$ cat config.mk
export PLATFORM = sky130hd
export DESIGN_NAME = alu_issue_stage
export DESIGN_NICKNAME = d
export VERILOG_FILES = /design/src/rtl/alu_issue_stage.sv
export SDC_FILE = /design/constraint.sdc
export NUM_CORES = 1
export LEC_CHECK = 0
export CAP_MARGIN = 20
export CORE_ASPECT_RATIO = 1.5
export CORE_MARGIN = 2
export CORE_UTILIZATION = 39
export DETAILED_ROUTE_END_ITERATION = 12
export GPL_TIMING_DRIVEN = 0
export PLACE_DENSITY = 0.81
export SYNTH_ARGS = -nofsm -noshare
export SYNTH_HDL_FRONTEND = slang
export SYNTH_SLANG_ARGS = --single-unit
export TNS_END_PERCENT = 10
$ cat constraint.sdc
create_clock -name clk -period 2.59 [get_ports clk]
set_clock_uncertainty 0.05 [all_clocks]
set_input_delay 0.6475 -clock clk [delete_from_list [all_inputs] [get_ports clk]]
set_output_delay 0.6475 -clock clk [all_outputs]
set_load 0.02 [all_outputs]
$ cat src/rtl/alu_issue_stage.sv
// alu_issue_stage: decodes an RV32I instruction and its register operands into
// the ALU's SrcA/SrcB/Operation. The results sit in a one-entry pipeline
// register that supports a valid/ready handshake, stall and flush.
module alu_issue_stage #(
    parameter int DATA_WIDTH    = 32,
    parameter int OPCODE_LENGTH = 4
) (
    input  logic                     clk,
    input  logic                     reset,
    input  logic                     in_valid,
    output logic                     in_ready,
    input  logic [31:0]              instr,
    input  logic [DATA_WIDTH-1:0]    rs1_data,
    input  logic [DATA_WIDTH-1:0]    rs2_data,
    input  logic                     flush,
    output logic                     out_valid,
    input  logic                     out_ready,
    output logic [DATA_WIDTH-1:0]    SrcA,
    output logic [DATA_WIDTH-1:0]    SrcB,
    output logic [OPCODE_LENGTH-1:0] Operation,
    output logic                     illegal
);

    // ALU operation encodings, in the form the ALU expects to receive them.
    localparam logic [OPCODE_LENGTH-1:0] ALU_ADD  = 4'b0000;
    localparam logic [OPCODE_LENGTH-1:0] ALU_SUB  = 4'b0001;
    localparam logic [OPCODE_LENGTH-1:0] ALU_AND  = 4'b0010;
    localparam logic [OPCODE_LENGTH-1:0] ALU_OR   = 4'b0011;
    localparam logic [OPCODE_LENGTH-1:0] ALU_XOR  = 4'b0100;
    localparam logic [OPCODE_LENGTH-1:0] ALU_SLL  = 4'b0101;
    localparam logic [OPCODE_LENGTH-1:0] ALU_SRL  = 4'b0110;
    localparam logic [OPCODE_LENGTH-1:0] ALU_SRA  = 4'b0111;
    localparam logic [OPCODE_LENGTH-1:0] ALU_SLTI = 4'b1000;
    localparam logic [OPCODE_LENGTH-1:0] ALU_SLT  = 4'b1001;
    localparam logic [OPCODE_LENGTH-1:0] ALU_ADDI = 4'b1010;
    localparam logic [OPCODE_LENGTH-1:0] ALU_BEQ  = 4'b1011;
    localparam logic [OPCODE_LENGTH-1:0] ALU_BNE  = 4'b1100;
    localparam logic [OPCODE_LENGTH-1:0] ALU_BLT  = 4'b1101;
    localparam logic [OPCODE_LENGTH-1:0] ALU_BGE  = 4'b1110;
    localparam logic [OPCODE_LENGTH-1:0] ALU_LUI  = 4'b1111;

    localparam logic [6:0] OPC_R      = 7'b0110011;
    localparam logic [6:0] OPC_I      = 7'b0010011;
    localparam logic [6:0] OPC_LOAD   = 7'b0000011;
    localparam logic [6:0] OPC_STORE  = 7'b0100011;
    localparam logic [6:0] OPC_BRANCH = 7'b1100011;
    localparam logic [6:0] OPC_LUI    = 7'b0110111;

    logic [6:0] opcode;
    logic [2:0] funct3;
    logic       f7b5;
    logic [DATA_WIDTH-1:0] imm_i;
    logic [DATA_WIDTH-1:0] imm_s;
    logic [DATA_WIDTH-1:0] imm_u;
    logic [DATA_WIDTH-1:0] shamt_r;
    logic [DATA_WIDTH-1:0] shamt_i;

    assign opcode  = instr[6:0];
    assign funct3  = instr[14:12];
    assign f7b5    = instr[30];
    assign imm_i   = {{(DATA_WIDTH-12){instr[31]}}, instr[31:20]};
    assign imm_s   = {{(DATA_WIDTH-12){instr[31]}}, instr[31:25], instr[11:7]};
    // LUI hands the ALU the raw 20-bit field; the ALU applies the <<12 itself.
    assign imm_u   = {{(DATA_WIDTH-20){1'b0}}, instr[31:12]};
    assign shamt_r = {{(DATA_WIDTH-5){1'b0}}, rs2_data[4:0]};
    assign shamt_i = {{(DATA_WIDTH-5){1'b0}}, instr[24:20]};

    logic [OPCODE_LENGTH-1:0] dec_op;
    logic [DATA_WIDTH-1:0]    dec_a;
    logic [DATA_WIDTH-1:0]    dec_b;
    logic                     dec_ill;

    // Decode the presented instruction into ALU operands and operation code.
    always_comb begin
        dec_op  = ALU_ADD;
        dec_a   = '0;
        dec_b   = '0;
        dec_ill = 1'b0;
        case (opcode)
            OPC_R: begin
                dec_a = rs1_data;
                dec_b = rs2_data;
                case (funct3)
                    3'b000: dec_op = f7b5 ? ALU_SUB : ALU_ADD;
                    3'b111: dec_op = ALU_AND;
                    3'b110: dec_op = ALU_OR;
                    3'b100: dec_op = ALU_XOR;
                    3'b010: dec_op = ALU_SLT;
                    3'b001: begin
                        dec_op = ALU_SLL;
                        dec_b  = shamt_r;
                    end
                    3'b101: begin
                        dec_op = f7b5 ? ALU_SRA : ALU_SRL;
                        dec_b  = shamt_r;
                    end
                    default: dec_ill = 1'b1;  // sltu has no ALU code
                endcase
            end
            OPC_I: begin
                dec_a = rs1_data;
                dec_b = imm_i;
                case (funct3)
                    3'b000: dec_op = ALU_ADDI;
                    3'b010: dec_op = ALU_SLTI;
                    3'b100: dec_op = ALU_XOR;
                    3'b110: dec_op = ALU_OR;
                    3'b111: dec_op = ALU_AND;
                    3'b001: begin
                        dec_op = ALU_SLL;
                        dec_b  = shamt_i;
                    end
                    3'b101: begin
                        dec_op = f7b5 ? ALU_SRA : ALU_SRL;
                        dec_b  = shamt_i;
                    end
                    default: dec_ill = 1'b1;  // sltiu has no ALU code
                endcase
            end
            OPC_LOAD: begin
                dec_op = ALU_ADD;
                dec_a  = rs1_data;
                dec_b  = imm_i;
            end
            OPC_STORE: begin
                dec_op = ALU_ADD;
                dec_a  = rs1_data;
                dec_b  = imm_s;
            end
            OPC_BRANCH: begin
                dec_a = rs1_data;
                dec_b = rs2_data;
                case (funct3)
                    3'b000:  dec_op = ALU_BEQ;
                    3'b001:  dec_op = ALU_BNE;
                    3'b100:  dec_op = ALU_BLT;
                    3'b101:  dec_op = ALU_BGE;
                    default: dec_ill = 1'b1;
                endcase
            end
            OPC_LUI: begin
                dec_op = ALU_LUI;
                dec_a  = '0;
                dec_b  = imm_u;
            end
            default: dec_ill = 1'b1;
        endcase
        // Illegal instructions still issue, but with neutral operands.
        if (dec_ill) begin
            dec_op = ALU_ADD;
            dec_a  = '0;
            dec_b  = '0;
        end
    end

    // Handshake: a transfer happens on an edge where valid and ready are both
    // high. Upstream may load whenever the register is empty or being drained
    // this cycle (in_ready = !out_valid || out_ready); flush overrides both a
    // load and a consume and leaves the register empty.
    logic load;

    assign in_ready = !out_valid || out_ready;
    assign load     = in_valid && in_ready && !flush;

    // One-entry pipeline register holding the decoded instruction.
    always_ff @(posedge clk) begin
        if (reset) begin
            out_valid <= 1'b0;
            SrcA      <= '0;
            SrcB      <= '0;
            Operation <= '0;
            illegal   <= 1'b0;
        end else if (flush) begin
            out_valid <= 1'b0;
        end else if (load) begin
            out_valid <= 1'b1;
            SrcA      <= dec_a;
            SrcB      <= dec_b;
            Operation <= dec_op;
            illegal   <= dec_ill;
        end else if (out_ready) begin
            out_valid <= 1'b0;
        end
    end

endmodule

* Word-level counts from Yosys, hierarchy flattened
Cells that the tools add are included.
** Cells by class
- Equal/unequal tests :: 12
- Multiplexer cells :: 18
- Bitwise operators :: 1
- Reductions and logical operators :: 15
** Operators by type and width (count)
- 32-bit one-hot mux with 6 select lines :: 1
- 32-bit 2-to-1 mux :: 5
- 4-bit one-hot mux with 7 select lines :: 2
- 4-bit one-hot mux with 4 select lines :: 2
- 7-bit by 6-bit equality test with 1-bit output (second input constant) :: 3
- 3-bit equality test (second input constant) :: 4
- 7-bit by 2-bit equality test with 1-bit output (second input constant) :: 1
- 7-bit by 5-bit equality test with 1-bit output (second input constant) :: 1
- 7-bit equality test (second input constant) :: 1
- 7-bit OR reduction :: 1
- 1-bit 2-to-1 mux :: 6
- 2-bit OR reduction :: 3
- 5-bit OR reduction :: 1
- 4-bit 2-to-1 mux :: 1
- 4-bit OR reduction :: 1
- 3-bit by 1-bit equality test with 1-bit output (second input constant) :: 1
- 3-bit by 2-bit equality test with 1-bit output (second input constant) :: 1
- 3-bit logical NOT :: 1
- 1-bit one-hot mux with 3 select lines :: 1
- 3-bit OR reduction :: 1
- 1-bit logical AND :: 2
- 1-bit logical NOT :: 2
- 2-bit AND reduction :: 1
- 2-bit nonzero test :: 1
- other kinds (2) :: 2
** Storage, ports and cells
- Register bits after elaboration :: 70
- Input bits :: 101
- Output and inout port bits :: 71
- Word-level logic and storage cells :: 51

* Depth between registers and ports, before layout
- Depth in word-level cells :: 5
- Gate-level depth with buffers :: 8
- Depth with buffers taken out :: 6

* Worst setup path before layout
Ideal clock, no wire load.
- Path type :: input to register
- Start :: input port instr[14]
- End :: register SrcB[10]
- Setup time :: 0.123 ns
- Arrival time :: 1.861 ns
- Data required time :: 2.417 ns
- Slack :: 0.556 ns
- Stages :: 8
- Path buffers :: 3
- Path through :: buf_2 nand4bb_1 a211o_1 nand4_2 or2_1 buf_6 buf_6 o21ai_2
** Between the ends
- Cells in the longest elaborated chain, start to end :: 5
- Elaborated cells between the ends (all ways) :: 17
- Classes of those cells :: 6 x eq/ne; 7 x mux; 4 x reduce/logical
** RTL lines
- from (decl) :: RTL line 12 : input logic [31:0] instr,
- 3-bit equality test (tied with other cells) :: RTL line 83, 103, 133
- 7-bit OR reduction (no source line) (tied with other cells)
- 1-bit 2-to-1 mux (tied with other cells) :: RTL line 83, 103
- 1-bit one-hot mux with 3 select lines / 32-bit one-hot mux with 6 select lines (equally long branches) :: RTL line 79 : case (opcode)
- 32-bit 2-to-1 mux (*) :: RTL line 149 : if (dec_ill) begin
- to (signal assigned) :: RTL line 170 : SrcB <= '0;
- to (signal assigned) :: RTL line 178 : SrcB <= dec_b;
- to (decl) :: RTL line 19 : output logic [DATA_WIDTH-1:0] SrcB,
Mark *: on every way between the ends. The rest lies on a longest branch, timed or not.
A chain may end at the register's enable or synchronous reset.

* Worst setup path after layout
- Start :: input port out_ready
- End :: output port in_ready
** Between the ends
- Cells in the longest elaborated chain, start to end :: 1
** RTL lines
- from (decl) :: RTL line 17 : input logic out_ready,
- 1-bit logical OR :: RTL line 162 : assign in_ready = !out_valid || out_ready;
- to (decl) :: RTL line 11 : output logic in_ready,
No other way between the ends.

==> results.toml <==
[clocking]
clkLatencyLatePin_ps = 330
cts.sinks = 70
clockBufferDepth = 2
cts_root_buffer = "clkbuf_16"
htreeDepth = 3
cts_tree = "yes"
cts.clk_slew.worst_paths_ps = 50
cts_buffers = 9

[layout]
areaGrowthSynthToFinish_pct = 68.8
stdcell_count = 642
final_nets = 636
final_common_cell = "clkdlybuf4s50_1"
fin_area_sq_mm = 0.00523
final_cell_mix = "clkdlybuf4s50_1 (169), dfxtp_1 (70), nand2_1 (45), nor2_1 (41), a22oi_1 (32)"
fill_cells = 642
drive_gt1_share_pct = 9.26
antenna_cells = 0
post-route-util_pct = 68.3

[floorplanning]
die_height_microns = 113
start_util_pct = 40.4
row_count = 39
num_io_pins = 172
die_x_microns = 76.8
core-area_sq_mm = 0.00766
die_area_sq_mm = 0.00869

[synthesis]
synth_top_cell_area_share_pct = 45.2
yosys_register_bits = 70
synth-edff-count = 0
synthXorXnorAreaFrac_pct = 0.283
seq_area_frac_synth_pct = 45.2
ys_async_sr_fraction_pct = 0
synth_compound_area_share_pct = 29.4
ys_types = 44
netlist_instances = 354
synth_fa_ha_area_share_pct = 0
ys.flop_type = "dfxtp_1"
yosysTopAreaCell = "dfxtp_1"
synth_top_family_by_area = "compound AO/OA/AOI/OAI gates"
ys_top_cells_by_area = "dfxtp_1 (45%), a22oi_1 (7.8%), a221oi_1 (6.2%)"
postSynthAreaPerCell_sq_um = 8.75
synth-simple-area-share_pct = 19.1
yosysWarnings = 0
netlist_area_sq_mm = 0.00310
synthMuxAreaShare_pct = 0
syn_nets = 455

[sta]
max-slew-margin-rel_pct = 66.6
rsz0062_at_grt = "no"
finalCriticalPeriod_ps = 2440
fmax_mhz = 411
finalSetupTns_ps = 0
worstMarginPinSlew_ps = 501
hold_viol = 0
slew_viol_final = 0
finalSetupViolCount = 0
finalCritPeriodShare_pct = 94.0

[setup_path]
crit_type = "in -> out"
arrival_ps = 1740
cp-start-kind = "primary input"
r2r_slack_ps = 650
path_cells = "clkdlybuf4s50_1 > nor2b_1 > clkinv_1 > dlygate4sd2_1"
worstPathMaxFanout = 3
crit_path_end_kind = "output port"
slowest_delay_ps = 410
crit_slowest_cell = "clkdlybuf4s50_1"
required_ps = 1890

[global_routing]
antenna_found_initial = 0
grt_max_degree = 13
grt_pass1_wl_microns = 16600
grt_pass1_vias = 3503
grt_usage_pct = 23.9
overflow = 0

[place]
dp.cells = 626
gp_congestion = 0.909
hpwl_microns = 8120
placed_cell_area_sq_mm = 0.00493
port-buffer-count = 170

[power_and_ir_drop]
irDropWorstVdd_mv = 0.387
power.density_mw_per_mm2 = 494
p_leak_nw = 1.78

[job]
maxCapViolations = 0

[route]
viasPerCell = 5.48
drcViolationCount = 0
wl_microns = 10600
drt_first_pass_iters = 7
dr.first_iter.drc_count = 211
routed-via-count = 3520
antenna_left = 0
post_drt_wl_per_cell_microns = 16.4

[min_path]
min_path_type = "reg -> reg"

[run_status]
outcome = "finished clean"
==> report_power, final <==
part	switching (mW)	total (mW)	internal (mW)
clock	0.451	1.20	0.747
combinational	0.128	0.303	0.175
sequential	0.00243	1.08	1.08
total	0.581	2.58	2.00
==> worst max-delay path: cells and delay by family <==
family                 cells  cell delay [ps]
and+or+nand+nor            1              230
buffers and inverters      3              870
==> layer usage <==
metal / GRT usage (%) / vias to the layer above / part of all wire [%]
met5: 0 / - / 0
met4: 14.8 / 0 / 4.0
met3: 4.31 / 35 / 5.5
met2: 41.9 / 155 / 51
met1: 26.6 / 1648 / 39
li1: - / 1682 / -
==> registers in the layout, indices dropped and copies added (netlist names) <==
register / cells
Operation: 4
SrcA: 32
SrcB: 32
illegal: 1
out_valid: 1
==> cells by family (layout without fill, tap and decap cells) <==
group           after synthesis  after routing
compound gates              121            121
xor+xnor                      1              1
simple gates                123            123
buf+inv                      39            225
flops                        70             70
==> final timing paths <==
check | from | to | cells after the start
max | out_ready | in_ready | 4
min | SrcB[7]$_SDFFE_PP0P_ | SrcB[7]$_SDFFE_PP0P_ | 2
max reg2reg | out_valid$_SDFFE_PP0P_ | SrcA[10]$_SDFFE_PP0P_ | 7
min reg2reg | SrcB[7]$_SDFFE_PP0P_ | SrcB[7]$_SDFFE_PP0P_ | 2
==> what timing repair did <==
action	in CTS	in global routing
setup buffers	0	0
gates resized for setup	2	1
endpoints found under the setup margin	31	26
hold buffers	0	0
==> synthesized netlist by cell type, drive strengths merged (6+ instances only) <==
cell	instances
a21oi	6
o21ai	30
nand2b	6
a211oi	13
a22oi	32
a221oi	22
a222oi	11
nor2	42
nor3	8
clkbuf	10
inv	7
nand2	45
buf	21
dfxtp	70
==> stage by stage <==
step	worst slack [ps]	total power, mW	hold WS [ps]
after floorplan	556	1.21	472
after global placement	-375	1.40	387
after detailed placement	-454	1.41	390
after CTS	91.9	2.60	398
after global routing	36.8	2.68	417
final	154	2.58	396
==> final cells by class <==
| cell class | count | area (sq um) | share of cell area, % |
|---|---|---|---|
| multi-input cells | 245 | 1520 | 29.1 |
| clock inverters | 5 | 60.1 | 1.15 |
| inverters | 8 | 30.0 | 0.574 |
| well taps | 102 | 128 | 2.44 |
| repair buffers | 170 | 1700 | 32.5 |
| clock buffers | 11 | 233 | 4.45 |
| flip-flops and latches | 70 | 1400 | 26.8 |
| plain buffers | 31 | 155 | 2.97 |
Note: power is estimated with default switching activity, not from simulation.
